## src/rtl/module_key_debouncer.sv

```systemverilog
// Multi-channel key debouncer: per-channel synchroniser plus stability counter.
// Outputs are registered levels with one-cycle rise/fall strobes on accepted changes.
module module_key_debouncer #(
    parameter int unsigned WIDTH           = 4,
    parameter int unsigned SYNC_STAGES     = 2,
    parameter int unsigned DEBOUNCE_CYCLES = 100000,
    parameter int unsigned CNT_W           =
        ($clog2(DEBOUNCE_CYCLES) > 1) ? $clog2(DEBOUNCE_CYCLES) : 1
) (
    input  logic             clk,
    input  logic             EN,
    input  logic [WIDTH-1:0] D,
    output logic [WIDTH-1:0] Q,
    output logic [WIDTH-1:0] rise,
    output logic [WIDTH-1:0] fall
);

    localparam logic [CNT_W-1:0] CntMax = CNT_W'(DEBOUNCE_CYCLES - 1);

    logic [WIDTH-1:0] sync_q [SYNC_STAGES];
    logic [WIDTH-1:0] sync_d [SYNC_STAGES];
    logic [CNT_W-1:0] cnt_q  [WIDTH];
    logic [CNT_W-1:0] cnt_d  [WIDTH];
    logic [WIDTH-1:0] q_q, q_d;
    logic [WIDTH-1:0] rise_q, rise_d;
    logic [WIDTH-1:0] fall_q, fall_d;
    logic [WIDTH-1:0] s;

    assign s = sync_q[SYNC_STAGES-1];

    always_comb begin
        sync_d[0] = D;
        for (int st = 1; st < SYNC_STAGES; st++) begin
            sync_d[st] = sync_q[st-1];
        end
    end

    // Counter runs only while the synchronised input disagrees with the output.
    always_comb begin
        q_d    = q_q;
        rise_d = '0;
        fall_d = '0;
        for (int i = 0; i < WIDTH; i++) begin
            cnt_d[i] = '0;
            if (s[i] != q_q[i]) begin
                if (cnt_q[i] == CntMax) begin
                    q_d[i]    = s[i];
                    rise_d[i] = s[i];
                    fall_d[i] = ~s[i];
                end else begin
                    cnt_d[i] = cnt_q[i] + CNT_W'(1);
                end
            end
        end
    end

    always_ff @(posedge clk) begin
        if (!EN) begin
            for (int st = 0; st < SYNC_STAGES; st++) begin
                sync_q[st] <= '0;
            end
            for (int i = 0; i < WIDTH; i++) begin
                cnt_q[i] <= '0;
            end
            q_q    <= '0;
            rise_q <= '0;
            fall_q <= '0;
        end else begin
            for (int st = 0; st < SYNC_STAGES; st++) begin
                sync_q[st] <= sync_d[st];
            end
            for (int i = 0; i < WIDTH; i++) begin
                cnt_q[i] <= cnt_d[i];
            end
            q_q    <= q_d;
            rise_q <= rise_d;
            fall_q <= fall_d;
        end
    end

    assign Q    = q_q;
    assign rise = rise_q;
    assign fall = fall_q;

endmodule

```

## config.mk

```make
export PLATFORM = sky130hd
export DESIGN_NAME = module_key_debouncer
export DESIGN_NICKNAME = d
export VERILOG_FILES = /design/src/rtl/module_key_debouncer.sv
export SDC_FILE = /design/constraint.sdc
export NUM_CORES = 1
export LEC_CHECK = 0
export CAP_MARGIN = 30
export CELL_PAD_IN_SITES_DETAIL_PLACEMENT = 1
export CELL_PAD_IN_SITES_GLOBAL_PLACEMENT = 1
export CORE_MARGIN = 4
export CORE_UTILIZATION = 36
export CTS_BUF_LIST = sky130_fd_sc_hd__clkbuf_8
export DETAILED_ROUTE_END_ITERATION = 12
export PLACE_DENSITY = 0.75
export REMOVE_ABC_BUFFERS = 1
export SYNTH_ARGS = -nofsm -noshare
export SYNTH_HDL_FRONTEND = slang
export SYNTH_SLANG_ARGS = --single-unit
export TNS_END_PERCENT = 100
```

## constraint.sdc

```tcl
create_clock -name clk -period 2.7 [get_ports clk]
set_input_delay 0.54 -clock clk [delete_from_list [all_inputs] [get_ports clk]]
set_output_delay 0.54 -clock clk [all_outputs]
set_load 0.01 [all_outputs]
```

# Word-level counts from Yosys, hierarchy flattened
# Memories as Yosys holds them, arrays and structs flattened.
# Index checks and enable logic that the tools add are counted.
# Widths: inputs -> output; s select.
# op_classes
n_addsub,4
multipliers,0
n_div,0
order_cmp,0
n_eq_ne,8
shift,0
mux,16
n_bitwise,10
reduce_logical,8
# op_table
op,n
$mux 17,12
$add 17x1->17 const B,4
$eq 17x17->1 const B,4
$reduce_and 3->1,4
$mux 4,2
$reduce_and 2->1,4
$or 1x1->1,6
$ne 1x1->1,4
$not 1->1,4
$mux 1,2
# word_totals
register_bits,12
latchBits,0
ram_bits,76
romBits,0
inputBits,6
output_inout_bits,12
word_cells,60
memories,2
# mem_list
memory,words,word_bits,read_ports,rd_ports_with_merged_regs,write_ports,line_no,text
cnt_q,4,17,4,0,4,22,logic [CNT_W-1:0] cnt_q [WIDTH];
sync_q,2,4,2,0,2,20,logic [WIDTH-1:0] sync_q [SYNC_STAGES];

# Depth between registers and ports, before layout
# logic_depth
depth_word,4
mapped_depth,7
depth_no_buf,5

# Worst setup path before layout
# No wires, ideal clock.
# synth_path
kind,reg-to-reg
startpoint,mem cnt_q[0][0] (netlist name)
endpoint,mem cnt_q[0][10] (netlist name)
setup_time_ns,0.117
arrival_ns,1.685
required_time_ns,2.583
slack_ns,0.897
path_stages_with_launch,8
path_buffers,2
period_less_slack_ns,1.803
cell_sequence,dfxtp_1 -> ha_1 -> and4_1 -> clkbuf_1 -> nand2_1 -> o21bai_1 -> buf_2 -> nor2_1
# synth_lines
element,line_no
from (decl),22

==> reports/metrics.cfg <==
[pwr]
total_leakage_power_nw=1.32
seqPwrFrac_pct=53.0
power.ir.vdd_worst_v=0.000257
combPwrFrac_pct=1.4
p_per_area_nw_per_um2=571
power.share.clock_pct=45.6
p_switching_uw=504
p_int_mw=1.97
p_sw_share_pct=20.4

[cells_and_area]
layout.cells.most_common_list=88 x sky130_fd_sc_hd__dfxtp_1, 68 x sky130_fd_sc_hd__nor2_1, 32 x sky130_fd_sc_hd__xnor2_1, 28 x sky130_fd_sc_hd__nand3_1
finalNetCount=448
area_growth_syn_to_layout_pct=13.9
multi_input_area_sq_um=1910
layout.cells.most_common=sky130_fd_sc_hd__dfxtp_1
utilization_pct=42.1
num-fill-cells=1230
num_antenna_cells=0
final_non_filler_cell_area_sq_um=4320
final-seq-area_sq_um=1760
final_layout_size_suffix_gt1_share_pct=6.09
final-instance-count-excl-fill=579

[global_route]
grt-busiest-layer=met2
first_global_vias=3116
antenna_found_initial=0
global_route.usage.met2_pct=23.8
grt_first_pass_wirelength_mm=14.3
grtUsageMet1_pct=16.8
global_route.usage.met3_pct=3.71
grt_start_max_net_pins=17
grt_usage_pct=13.9
grt.overflow.total=0

[floorplanning]
die_height_microns=111
design.portCount=18
die-width_microns=111
die_footprint_sq_um=12200
floorplan.initialDensity_pct=36.9
placement_rows=37
core_sq_um=10300

[clock_tree]
post-cts-setup-buffers=0
clk_root_buffer_cell=sky130_fd_sc_hd__clkbuf_8
ctsLongestPathBuffers=2
ctsHoldBuffers=0
clock_latency_ns=0.36
cts_made_buffers=9
cts_htree_levels=3
clock-sinks=88
cts_resized=0
cts_tree=done
cts.reportedPaths.clkPinSlew_ns=0.08

[worst_setup_path]
endpoint_kind=flip-flop
timing.critical_path.cells=ha_1 > and4_1 > nand4_1 > nand3_1 > nor2_1
critPathRequiredTime_ns=2.93
worst_setup_path_endpoint=cnt_q[2][10]
regToRegEndpoint=cnt_q[2][10]
crit_path_buf_inv_count=0
worst-endpoint-arrival_ns=2.18
worstReg2RegStart=cnt_q[2][0]
critical_path_cell_count=5
ff2ff_path_depth=5
ff2ff_setup_slack_ns=0.75
first_element_of_the_critical_path=cnt_q[2][0]
timing.critical_path.fanout_max=15
critical_path_class=flip-flop to flip-flop
critPathMaxStageDelay_ns=0.49
startpoint_type=flip-flop
cp_slowest_cell=sky130_fd_sc_hd__nand3_1
critPathTopFamily=simple AND/OR/NAND/NOR gates

[yosys]
postSynth.asyncResetShare_pct=0
synth.ff_latch_count=88
synth.distinct_cells=38
syn-mean-instance-area_sq_um=9.01
ys.flop_type=sky130_fd_sc_hd__dfxtp_1
post_synth_inst_count=421
synthesis.yosys.warnings=0
synth_enable_flop_cells=0
mappedNetlistArea_sq_um=3790
share_of_the_yosys_chip_area_belonging_to_registers_pct=46.4

[timing]
rsz0062_at_grt=false
slew_viol_final=0
final-setup-viol-count=0
setup_total_negative_slack_ns=0
final_critical_delay_including_setup_and_external_delays_ns=1.95
fmaxAchievable_ghz=0.512
post-route-period-util_pct=72.4
tightest_slew_ns=0.609
final-hold-violation-count=0
fin_worst_skew_ns=0.00750
normalized_max_slew_margin_pct=59.3

[place]
gp_congestion=0.788
placement.cell_area_sq_um=4070
hpwlAfterDp_mm=5.70
portBuffers=17
post-place-cells=563

[route]
drt_drc_violations_left=0
viasPerCell=5.17
drt-wirelength-per-cell_microns=14.0
final_antenna_net_count=0
first_iter_violations=87
drt_pass1_iterations=4
route.vias.total=2991
wirelength_mm=8.12

[worst_hold_path]
min_path_type=flip-flop to flip-flop

[flow_run]
max_cap_viol_count=0

[outcome]
status=finished clean

cell type report:
cell class                      count  share of cell area (%)
Clock buffer                       10                    3.18
Multi-Input combinational cell    308                    44.1
Sequential cell                    88                    40.8
Timing Repair Buffer               19                    4.28
Inverter                           12                    1.04
Tap cell                          136                    3.94
Clock inverter                      6                    2.66
worst min path at each step:
stage	to	cells after the start	start	slack, ns
after floorplan	sync_q[0][4]	1	sync_q[0][0]	0.41
after global placement	sync_q[0][7]	1	sync_q[0][3]	0.41
after detailed placement	sync_q[0][6]	1	sync_q[0][2]	0.42
after CTS	sync_q[0][7]	1	sync_q[0][3]	0.45
after global routing	sync_q[0][6]	1	sync_q[0][2]	0.46
final	sync_q[0][6]	1	sync_q[0][2]	0.44
state kept, by name (all words and copies together), names as in the netlist:
signal and flops:
fall 4, Q 4, cnt_q 68, sync_q 8
rise 4
through the flow:
| step | worst slack (ns) | hold WS [ns] | total power [mW] |
|---|---|---|---|
| 3_3_place_gp | 0.499 | 0.415 | 1.37 |
| 3_5_place_dp | 0.394 | 0.423 | 1.38 |
| 6_report | 0.745 | 0.445 | 2.47 |
| 4_1_cts | 0.720 | 0.452 | 2.51 |
| 2_1_floorplan | 0.861 | 0.412 | 1.35 |
| 5_1_grt | 0.509 | 0.459 | 2.56 |
metal layers:
layer  part of all wire [%]  vias to the layer above
li1                       -                     1501
met1                     47                     1436
met2                     48                       42
met3                    3.1                       12
met4                    1.7                        0
met5                      0                        -
synth_stat cells, types with 2 or more instances:
master                     count  share of area, %
sky130_fd_sc_hd__a21oi_1       8               1.1
sky130_fd_sc_hd__clkbuf_1      6              0.59
sky130_fd_sc_hd__or3_1         6              0.99
sky130_fd_sc_hd__nor3_1       13               1.7
sky130_fd_sc_hd__nor3b_1       2              0.40
sky130_fd_sc_hd__or3_4         2              0.59
sky130_fd_sc_hd__nand2_1      19               1.9
sky130_fd_sc_hd__buf_2         2              0.26
sky130_fd_sc_hd__nor4_1       16               2.6
sky130_fd_sc_hd__nor4b_1       2              0.46
sky130_fd_sc_hd__o21ai_0       8               1.1
sky130_fd_sc_hd__and4_1        7               1.6
sky130_fd_sc_hd__or4_1         2              0.40
sky130_fd_sc_hd__xor2_1       25               5.8
sky130_fd_sc_hd__dfxtp_1      88                46
sky130_fd_sc_hd__o21bai_4      2              0.99
sky130_fd_sc_hd__xnor2_1      32               7.4
sky130_fd_sc_hd__or2_2         3              0.49
sky130_fd_sc_hd__nand4_1      25               4.1
sky130_fd_sc_hd__nor4bb_1      4               1.1
sky130_fd_sc_hd__o31ai_1       2              0.40
sky130_fd_sc_hd__nand3_1      28               3.7
sky130_fd_sc_hd__nor2_1       68               6.7
sky130_fd_sc_hd__buf_4         2              0.40
sky130_fd_sc_hd__ha_1          4               1.3
sky130_fd_sc_hd__inv_1        12               1.2
sky130_fd_sc_hd__nor2b_1       4              0.66
sky130_fd_sc_hd__and2_1        9               1.5
sky130_fd_sc_hd__and3_1       11               1.8
cells by family (layout without fill, tap and decap cells):
family | Yosys count | in the layout | synth area share (%)
AO/OA/AOI/OAI | 21 | 21 | 3.69
XOR/XNOR | 57 | 57 | 13.2
adder cells (fa/ha/maj) | 4 | 4 | 1.32
buffers and inverters | 25 | 47 | 3.30
flip-flops | 88 | 88 | 46.4
multiplexers | 1 | 1 | 0.264
AND/OR/NAND/NOR | 225 | 225 | 31.8
power by group through the flow:
stage	Combinational, mW	Clock [mW]	Sequential, mW
final	0.0341	1.13	1.31
after global routing	0.0388	1.21	1.31
after CTS	0.0353	1.16	1.31
after detailed placement	0.0351	0	1.34
after global placement	0.0334	0	1.34
after floorplan	0.0163	0	1.34
worst register-to-register path, cell delays in order (launching register included):
cell and delay (ns):
sky130_fd_sc_hd__dfxtp_1 0.41, sky130_fd_sc_hd__ha_1 0.23, sky130_fd_sc_hd__and4_1 0.38, sky130_fd_sc_hd__nand4_1 0.20
sky130_fd_sc_hd__nand3_1 0.49, sky130_fd_sc_hd__nor2_1 0.12
No activity file was read; power rests on OpenSTA's default activity.
